[config.mk]
export PLATFORM = sky130hd
export DESIGN_NAME = seg_capture_flat
export DESIGN_NICKNAME = d
export VERILOG_FILES = /design/src/rtl/seg_capture_if.sv /design/src/rtl/seg_capture.sv /design/src/flat_wrapper.sv
export SDC_FILE = /design/constraint.sdc
export NUM_CORES = 1
export LEC_CHECK = 0
export CORE_MARGIN = 2
export CORE_UTILIZATION = 65
export CTS_BUF_LIST = sky130_fd_sc_hd__clkbuf_4
export CTS_CLUSTER_DIAMETER = 60
export CTS_CLUSTER_SIZE = 30
export DETAILED_ROUTE_END_ITERATION = 7
export PLACE_DENSITY = 0.95
export SYNTH_ARGS = -nofsm -noshare
export SYNTH_HDL_FRONTEND = slang
export SYNTH_SLANG_ARGS = --single-unit
[constraint.sdc]
create_clock -name clk -period 5.3 [get_ports clk]
set_input_delay 1.06 -clock clk [delete_from_list [all_inputs] [get_ports clk]]
set_output_delay 1.06 -clock clk [all_outputs]
set_load 0.01 [all_outputs]
[src/rtl/seg_capture_if.sv]
// Seven-segment monitor bus: raw active-low anode/segment lines in, rebuilt value and status out.
// The master drives the display lines; the slave is the capture block.
interface seg_capture_if;
  logic [3:0]  an_in;
  logic [7:0]  seg_in;
  logic [15:0] value;
  logic [3:0]  digit_valid;
  logic        frame_valid;
  logic        frame_strobe;
  logic        bad_seg;
  logic        stale;

  modport master (
    output an_in, seg_in,
    input  value, digit_valid, frame_valid, frame_strobe, bad_seg, stale
  );

  modport slave (
    input  an_in, seg_in,
    output value, digit_valid, frame_valid, frame_strobe, bad_seg, stale
  );
endinterface

[src/rtl/seg_capture.sv]
// Decodes a multiplexed 4-digit seven-segment bus back to a 16-bit value; SEG_CAPTURE_DP_EN rejects lit DPs.
// Latency: SETTLE_CYCLES+2 edges from stable inputs to registered outputs; no backpressure (pure monitor).
module seg_capture #(
  parameter int unsigned SETTLE_CYCLES = 4,
  parameter int unsigned TIMEOUT       = 500000
) (
  input  logic        clk,
  input  logic        rst,
  seg_capture_if.slave bus
);
  localparam logic [7:0]  SETTLE = 8'(SETTLE_CYCLES);
  localparam logic [23:0] TMO    = 24'(TIMEOUT);

  logic [3:0]  an_m_q, an_s_q, an_p_q;
  logic [7:0]  seg_m_q, seg_s_q, seg_p_q;
  logic [7:0]  stab_q, stab_d;
  logic        captured_q, captured_d;
  logic [23:0] tmo_q, tmo_d, tmo_inc;
  logic [15:0] value_q, value_d;
  logic [3:0]  dv_q, dv_d, seen_q, seen_d, seen_nx;
  logic        fv_q, fs_q, fs_d, bad_q, bad_d, stale_q, stale_d;
  logic        single;
  logic [1:0]  idx;
  logic        cap, glyph_ok, cap_ok;
  logic [3:0]  nib;

  function automatic logic [4:0] decode(input logic [6:0] g);
    logic [4:0] r;
    case (g)
      7'h40: r = 5'h10; 7'h79: r = 5'h11; 7'h24: r = 5'h12; 7'h30: r = 5'h13;
      7'h19: r = 5'h14; 7'h12: r = 5'h15; 7'h02: r = 5'h16; 7'h78: r = 5'h17;
      7'h00: r = 5'h18; 7'h18: r = 5'h19; 7'h08: r = 5'h1A; 7'h03: r = 5'h1B;
      7'h46: r = 5'h1C; 7'h21: r = 5'h1D; 7'h06: r = 5'h1E; 7'h0E: r = 5'h1F;
      default: r = 5'h00;
    endcase
    return r;
  endfunction

  always_comb begin
    single = 1'b1;
    idx    = 2'd0;
    case (an_s_q)
      4'b1110: idx = 2'd0;
      4'b1101: idx = 2'd1;
      4'b1011: idx = 2'd2;
      4'b0111: idx = 2'd3;
      default: single = 1'b0;
    endcase
  end

  always_comb begin
    if ({an_s_q, seg_s_q} != {an_p_q, seg_p_q}) stab_d = 8'd0;
    else if (stab_q == SETTLE)                   stab_d = stab_q;
    else                                         stab_d = stab_q + 8'd1;

    cap = single && (stab_d == SETTLE) && !captured_q;
    {glyph_ok, nib} = decode(seg_s_q[6:0]);
`ifdef SEG_CAPTURE_DP_EN
    if (!seg_s_q[7]) glyph_ok = 1'b0;
`endif
    cap_ok = cap && glyph_ok;

    // An anode change starts a new activation, so the one-shot flag re-arms.
    if (an_s_q != an_p_q) captured_d = 1'b0;
    else if (cap)         captured_d = 1'b1;
    else                  captured_d = captured_q;

    tmo_inc = (tmo_q == TMO) ? tmo_q : tmo_q + 24'd1;
    tmo_d   = cap_ok ? 24'd0 : tmo_inc;

    value_d = value_q;
    dv_d    = dv_q;
    seen_d  = seen_q;
    seen_nx = seen_q | (4'b0001 << idx);
    fs_d    = 1'b0;
    bad_d   = 1'b0;
    stale_d = stale_q;

    if (cap_ok) begin
      value_d[{idx, 2'b00} +: 4] = nib;
      dv_d[idx] = 1'b1;
      stale_d   = 1'b0;
      if (seen_nx == 4'hF) begin
        fs_d   = 1'b1;
        seen_d = 4'h0;
      end else begin
        seen_d = seen_nx;
      end
    end else if (cap) begin
      bad_d     = 1'b1;
      dv_d[idx] = 1'b0;
    end

    // A valid capture clears the counter, so it always beats a coincident timeout.
    if (!cap_ok && tmo_inc == TMO) begin
      stale_d = 1'b1;
      dv_d    = 4'h0;
      seen_d  = 4'h0;
    end
  end

  always_ff @(posedge clk) begin
    if (rst) begin
      an_m_q     <= 4'h0;
      an_s_q     <= 4'h0;
      an_p_q     <= 4'h0;
      seg_m_q    <= 8'h00;
      seg_s_q    <= 8'h00;
      seg_p_q    <= 8'h00;
      stab_q     <= 8'd0;
      captured_q <= 1'b0;
      tmo_q      <= 24'd0;
      value_q    <= 16'h0000;
      dv_q       <= 4'h0;
      seen_q     <= 4'h0;
      fv_q       <= 1'b0;
      fs_q       <= 1'b0;
      bad_q      <= 1'b0;
      stale_q    <= 1'b0;
    end else begin
      an_m_q     <= bus.an_in;
      an_s_q     <= an_m_q;
      an_p_q     <= an_s_q;
      seg_m_q    <= bus.seg_in;
      seg_s_q    <= seg_m_q;
      seg_p_q    <= seg_s_q;
      stab_q     <= stab_d;
      captured_q <= captured_d;
      tmo_q      <= tmo_d;
      value_q    <= value_d;
      dv_q       <= dv_d;
      seen_q     <= seen_d;
      fv_q       <= &dv_d;
      fs_q       <= fs_d;
      bad_q      <= bad_d;
      stale_q    <= stale_d;
    end
  end

  assign bus.value        = value_q;
  assign bus.digit_valid  = dv_q;
  assign bus.frame_valid  = fv_q;
  assign bus.frame_strobe = fs_q;
  assign bus.bad_seg      = bad_q;
  assign bus.stale        = stale_q;
endmodule

[src/flat_wrapper.sv]
// flat-port wrapper written by rule: the top's interface ports become plain ports
module seg_capture_flat 
#(
  parameter int unsigned SETTLE_CYCLES = 4,
  parameter int unsigned TIMEOUT       = 500000
)
  (clk, rst, bus_an_in, bus_seg_in, bus_value, bus_digit_valid, bus_frame_valid, bus_frame_strobe, bus_bad_seg, bus_stale);
  seg_capture_if bus_i ();
  input  logic clk;
  input  logic rst;
  input wire logic [$bits(bus_i.an_in)-1:0] bus_an_in;
  input wire logic [$bits(bus_i.seg_in)-1:0] bus_seg_in;
  output wire logic [$bits(bus_i.value)-1:0] bus_value;
  output wire logic [$bits(bus_i.digit_valid)-1:0] bus_digit_valid;
  output wire logic [$bits(bus_i.frame_valid)-1:0] bus_frame_valid;
  output wire logic [$bits(bus_i.frame_strobe)-1:0] bus_frame_strobe;
  output wire logic [$bits(bus_i.bad_seg)-1:0] bus_bad_seg;
  output wire logic [$bits(bus_i.stale)-1:0] bus_stale;
  assign bus_i.an_in = bus_an_in;
  assign bus_i.seg_in = bus_seg_in;
  assign bus_value = bus_i.value;
  assign bus_digit_valid = bus_i.digit_valid;
  assign bus_frame_valid = bus_i.frame_valid;
  assign bus_frame_strobe = bus_i.frame_strobe;
  assign bus_bad_seg = bus_i.bad_seg;
  assign bus_stale = bus_i.stale;
  seg_capture #(.SETTLE_CYCLES(SETTLE_CYCLES), .TIMEOUT(TIMEOUT)) u_core (.clk(clk), .rst(rst), .bus(bus_i));
endmodule
; ---- Word-level counts from Yosys, hierarchy flattened
; Cells that the tools add are included.
[totals]
register_bits = 97
input_bits = 14
output_inout_bits = 24
[classes]
n_addsub = 3
n_lt_le_gt_ge = 2
eq_ne = 26
shift = 3
muxes = 17
bitwise_logic = 5
reduce_logical = 15
[ops]
columns = op, n
row1 = one-hot mux 5 bit (16 select lines), 1
row2 = == test 24 x 19 -> 1 bit (second input constant), 2
row3 = == test 7 bit (second input constant), 4
row4 = adder 24 x 1 -> 24 bit (second input constant), 1
row5 = 2-to-1 mux 24 bit, 1
row6 = == test 7 x 5 -> 1 bit (second input constant), 3
row7 = == test 7 x 6 -> 1 bit (second input constant), 3
row8 = bitwise mux 16 bit, 1
row9 = == test 4 bit (second input constant), 4
row10 = == test 8 x 3 -> 1 bit (second input constant), 2
row11 = 2-to-1 mux 4 bit, 4
row12 = 2-to-1 mux 8 bit, 2
row13 = variable shift 4 x 6 -> 16 bit (first input constant), 1
row14 = indexed part select 4 x 6 -> 16 bit, 1
row15 = == test 7 x 2 -> 1 bit (second input constant), 2
row16 = == test 7 x 4 -> 1 bit (second input constant), 2
row17 = != test 12 bit, 1
row18 = adder 8 x 1 -> 8 bit (second input constant), 1
row19 = OR 4 bit, 2
row20 = OR reduction 2 bit, 4
row21 = == test 7 x 3 -> 1 bit (second input constant), 1
row22 = logical NOT 7 bit, 1
row23 = 2-to-1 mux 1 bit, 6
row24 = negator 4 -> 6 bit, 1
row25 = 15 further kinds, 20

; ---- Depth between registers and ports, before layout
[logic_depth]
depth_word = 12
mapped_depth = 12
mapped_depth_nobuf = 9

; ---- Worst setup path before layout
; OpenSTA, ideal clock, no wires.
[synth_path]
kind = reg2reg
from = register u_core.tmo_q[0]
to = register u_core.seen_q[0]
arrival_ns = 2.298
required_ns = 5.169
slack_ns = 2.871
stages_incl_launch_ff = 10
synth_period_minus_slack_ns = 2.429
cell_sequence = dfxtp_1 -> ha_1 -> and2_1 -> buf_2 -> nand4_1 -> or4_1 -> a211oi_1 -> nand4_1 -> o31ai_4 -> nor3b_1
[synth_via]
elab_chain_cells = 5
word_cells_on_any_way = 6
classes_between = 1 x add/sub / 2 x eq/ne / 1 x mux / 2 x reduce/logical
[synth_rtl]
columns = element, line_no
row1 = start: declaration, seg_capture.sv:18  ; logic [23:0] tmo_q, tmo_d, tmo_inc;
row2 = start signal: assignment, seg_capture.sv:129  ; tmo_q <= tmo_d;
row3 = adder 24 x 1 -> 24 bit or == test 24 x 19 -> 1 bit (tied branches), seg_capture.sv:68  ; tmo_inc = (tmo_q == TMO) ? tmo_q : tmo_q + 24'd1;
row4 = 2-to-1 mux 24 bit (*), seg_capture.sv:68
row5 = == test 24 x 19 -> 1 bit (*), seg_capture.sv:95  ; if (!cap_ok && tmo_inc == TMO) begin
row6 = logical AND 1 bit (*), seg_capture.sv:95
row7 = OR reduction 2 bit (no line) (*), n/a
row8 = end signal: assignment, seg_capture.sv:132  ; seen_q <= seen_d;
row9 = end: declaration, seg_capture.sv:20  ; logic [3:0] dv_q, dv_d, seen_q, seen_d, seen_nx;
; Every way passes the cells marked *; elsewhere a longest branch is shown, timed or not.
; A chain may end at the register's enable or synchronous reset.

; ---- Final worst setup path
[layout_path]
from = register u_core.stab_q[0]
to = register u_core.fv_q, in the netlist u_core.bus.frame_valid
[layout_via]
elab_chain_cells = 11
word_cells_on_any_way = 14
classes_between = 1 x add/sub / 2 x eq/ne / 5 x mux / 6 x reduce/logical
[layout_rtl]
columns = element, line_no
row1 = start: declaration, seg_capture.sv:16  ; logic [7:0] stab_q, stab_d;
row2 = start signal: assignment, seg_capture.sv:127  ; stab_q <= stab_d;
row3 = adder 8 x 1 -> 8 bit or == test 8 x 3 -> 1 bit (tied branches), "seg_capture.sv:54, seg_capture.sv:53"
row4 = 2-to-1 mux 8 bit (*), seg_capture.sv:53  ; else if (stab_q == SETTLE) stab_d = stab_q;
row5 = 2-to-1 mux 8 bit (*), seg_capture.sv:52  ; if ({an_s_q, seg_s_q} != {an_p_q, seg_p_q}) stab_d = 8'd0;
row6 = == test 8 x 3 -> 1 bit (*), seg_capture.sv:56  ; cap = single && (stab_d == SETTLE) && !captured_q;
row7 = logical AND 1 bit (*) (2 in a row), seg_capture.sv:56
row8 = logical AND 1 bit, seg_capture.sv:61  ; cap_ok = cap && glyph_ok;
row9 = logical NOT 1 bit, seg_capture.sv:95
row10 = logical AND 1 bit, seg_capture.sv:95
row11 = 2-to-1 mux 4 bit (*), seg_capture.sv:95
row12 = AND reduction 4 bit (*), seg_capture.sv:133  ; fv_q <= &dv_d;
row13 = end signal: assignment, seg_capture.sv:133
row14 = end: declaration, seg_capture.sv:21  ; logic fv_q, fs_q, fs_d, bad_q, bad_d, stale_q, stale_d;
; Marked as above.

==> out/summary.txt <==
Root buffer cell = clkbuf_4
Period minus WS final = 3162 ps
Synth Area in Compound Gates = 11.41%
Combinational share of power = 7.3%
Num CTS Buffers = 9
# IOs = 38
Mux cell area share after synthesis = 1.822%
Critical path type = reg2reg
Core area = 7607 um^2
P&R area growth vs syn = 8.462%
WL per Instance = 15.81 um
Hold Buf Count CTS = 0
Flop pwr share = 61.4%
Mapped Cells = 561
Number of distinct library cells after synthesis = 77
CP max FO = 14
Net Count, Synth = 586
Reg2reg setup slack = 2140 ps
Clk pwr share = 31.2%
Pwr dens = 226.6 nW/um^2
Post-CTS setup buffer count = 0
Die X = 91.82 um
WP data arrival = 3510 ps
Largest family of logic cells by synthesized area = simple AND/OR/NAND/NOR gates
Yosys top cell by area = dfxtp_1
Seq/Total Area, Yosys = 38.74%
Worst-path clk slew = 160 ps
Final Hold Fails = 0
Initial antenna violation count = 0
Diodes inserted = 0
CP endpoint kind = register
Layout Nets = 600
Post-synth EDFFs = 0
Worst-Margin Slew = 1025 ps
Post_cts resized = 0
Util after Layout = 71.46%
GRT Max-Usage Layer = met2
Vias = 4152
Setup ws final = 2138 ps
GRT Total Usage = 26.34%
M1 GR Usage = 28.95%
Largest net degree at the start of global routing = 56
R2R cell count = 9
Clock skew = 24.44 ps
Internal power = 894.0 uW
Design area = 5436 um^2
Placed cell count = 666
Area fraction of the dominant cell type after synthesis = 38.74%
Synth area leaders = dfxtp_1, xor2_1, nor2b_1
Die area = 8430 um^2
Detailed-placement wirelength estimate = 7848 um
Worst Hold Depth = 1
Initial Util = 65.89%
TritonCTS clock tree = built
CP Capture Point = u_core.bus.frame_valid$_SDFF_PP0_
Layout cells sized above 1 = 7.931%
Vias per cell = 6.088
Adder-cell share of the synthesized area = 2.746%
Simple-gate share of the synthesized area = 32.63%
Drt drc = 0
Switching part of the total = 27.43%
CP top delay family = simple AND/OR/NAND/NOR gates
Peak VDD IR = 242.6 uV
CP Buf/Inv Count = 1
DIE HEIGHT = 91.82 um
Leakage = 0.001938 uW
Worst Hold Class = reg2reg
Vias in the first global route = 4021
Routability cong. = 0.9910
TNS Setup = 0 ps
Final worst path period share = 59.67%
Seq cells post-synth = 97
CP Launch Type = register
Slew HR = 31.64%
Ys flop type = dfxtp_1
RSZ-0062 raised after global routing = false
Total grt overflow = 0
Finish-stage setup viols = 0
Crit-path cells = inv_1, ha_1, nor3b_1, mux2i_1, nand4b_1, nor4_4, a21oi_1, or3b_1, o32ai_1
Met3 Usage GRT = 5.752%
Final ANT Viol Nets = 0
Crit path depth = 9
Synth async-reset ratio = 0%
Slowest stage delay, CP = 760 ps
Mapped cell area = 5012 um^2
P_sw = 337.9 uW
FF-to-FF Start = u_core.stab_q[0]$_SDFF_PP0_
Global-route wire length before repair = 18060 um
Pins Over Slew Limit = 0
Setup slack at placement = 2234 ps
Initial DRT Pass Iterations = 5
Most common cell after layout, fill and taps aside = dfxtp_1
Sink Count = 97
Area after DPL = 5299 um^2
F_max = 316.2 MHz
Outcome = finished, final reports clean
Critical Path Start = u_core.stab_q[0]$_SDFF_PP0_
Longest Clk Path Bufs = 2
Avg Inst Size Synth = 8.935 um^2
Met2 Use GR = 47.98%
MaxCap Viol Count = 0
WP data required = 5650 ps
1st-iter DRT viols = 247
Reg-to-reg endpoint = u_core.bus.frame_valid$_SDFF_PP0_
Syn. warnings = 0
CP max-delay cell = nor4_4
CTS H-tree depth = 3
Port Buffer Count = 37
Skew-Pair Late Insertion Delay = 470 ps
Layout fillers = 573
Synth Area in XOR/XNOR = 7.339%
Row cnt = 32
Routed WL = 10780 um
Final Non-Filler Cells = 682
Commonest non-fill, non-tap cells in the layout = dfxtp_1, nor2_1, nor2b_1
[state kept, by name, summed over array words and instances (netlist names)]
| name | cells |
|---|---|
| u_core.an_m_q | 4 |
| u_core.stab_q | 8 |
| u_core.seen_q | 4 |
| u_core.bus.digit_valid | 4 |
| u_core.bus.value | 16 |
| u_core.an_p_q | 4 |
| u_core.bus.stale | 1 |
| u_core.captured_q | 1 |
| u_core.tmo_q | 24 |
| u_core.seg_p_q | 8 |
| u_core.bus.bad_seg | 1 |
| u_core.seg_m_q | 8 |
| u_core.an_s_q | 4 |
| u_core.bus.frame_strobe | 1 |
| u_core.bus.frame_valid | 1 |
| u_core.seg_s_q | 8 |
[per-layer routing]
layer,part of all wire (%),vias up
li1,-,2011
met1,39,1910
met2,51,196
met3,6.5,35
met4,2.9,0
met5,0,-
[per-stage QoR]
step	hold WS, ps	power [uW]
after detailed placement	420.4	860.6
after floorplan	413.8	838.6
after global routing	467.0	1281
after global placement	418.1	855.7
after CTS	458.2	1244
final	456.3	1232
[cell families after synthesis]
family,after synthesis
xor gates and xnor gates,42
DFF,97
adders and majority gates,11
and+or+nand+nor,273
AOI/OAI and AO/OA,80
muxes,9
buffers and inverters,49
[cell type report]
cell class | instances | area (um^2) | area share (%)
multi-input cells | 415 | 2804 | 51.58
flip-flops and latches | 97 | 1942 | 35.72
repair buffers | 38 | 372.9 | 6.858
well taps | 102 | 127.6 | 2.348
clock inverters | 7 | 70.07 | 1.289
clock buffers | 9 | 67.56 | 1.243
inverters | 14 | 52.55 | 0.9666
[worst min-delay path by stage]
stage	start	end	slack, ps
detailed placement	u_core.seg_m_q[7]$_SDFF_PP0_	u_core.seg_s_q[7]$_SDFF_PP0_	420
CTS	u_core.seg_m_q[1]$_SDFF_PP0_	u_core.seg_s_q[1]$_SDFF_PP0_	460
floorplan	u_core.an_m_q[0]$_SDFF_PP0_	u_core.an_s_q[0]$_SDFF_PP0_	410
global route	u_core.seg_m_q[4]$_SDFF_PP0_	u_core.seg_s_q[4]$_SDFF_PP0_	470
finish	u_core.seg_m_q[1]$_SDFF_PP0_	u_core.seg_s_q[1]$_SDFF_PP0_	460
global placement	u_core.seg_m_q[4]$_SDFF_PP0_	u_core.seg_s_q[4]$_SDFF_PP0_	420
[power groups by stage]
stage	clock (uW)	combinational [uW]	sequential [uW]
floorplan	0	74.1	764
global placement	0	84.6	771
detailed placement	0	88.5	772
CTS	397	89.7	757
global route	423	98.7	759
finish	385	90.3	757
[synth_stat cells, drive strengths merged (3+ instances only)]
cell / n
o31ai: 3
o22ai: 6
and4bb: 3
clkbuf: 8
nand3: 25
o211ai: 3
and2: 4
xnor2: 13
nand4b: 4
ha: 11
or4: 5
and4: 5
or2: 4
and3: 8
nand4: 16
a211oi: 3
xor2: 29
o21ai: 6
nor2: 59
nor4: 14
mux2i: 8
a22oi: 6
nor2b: 40
nand2b: 13
nor3: 10
o32ai: 3
nor3b: 11
inv: 14
buf: 27
dfxtp: 97
nand2: 37
or3: 8
a21oi: 25
Power figures use the tool's default switching activity.
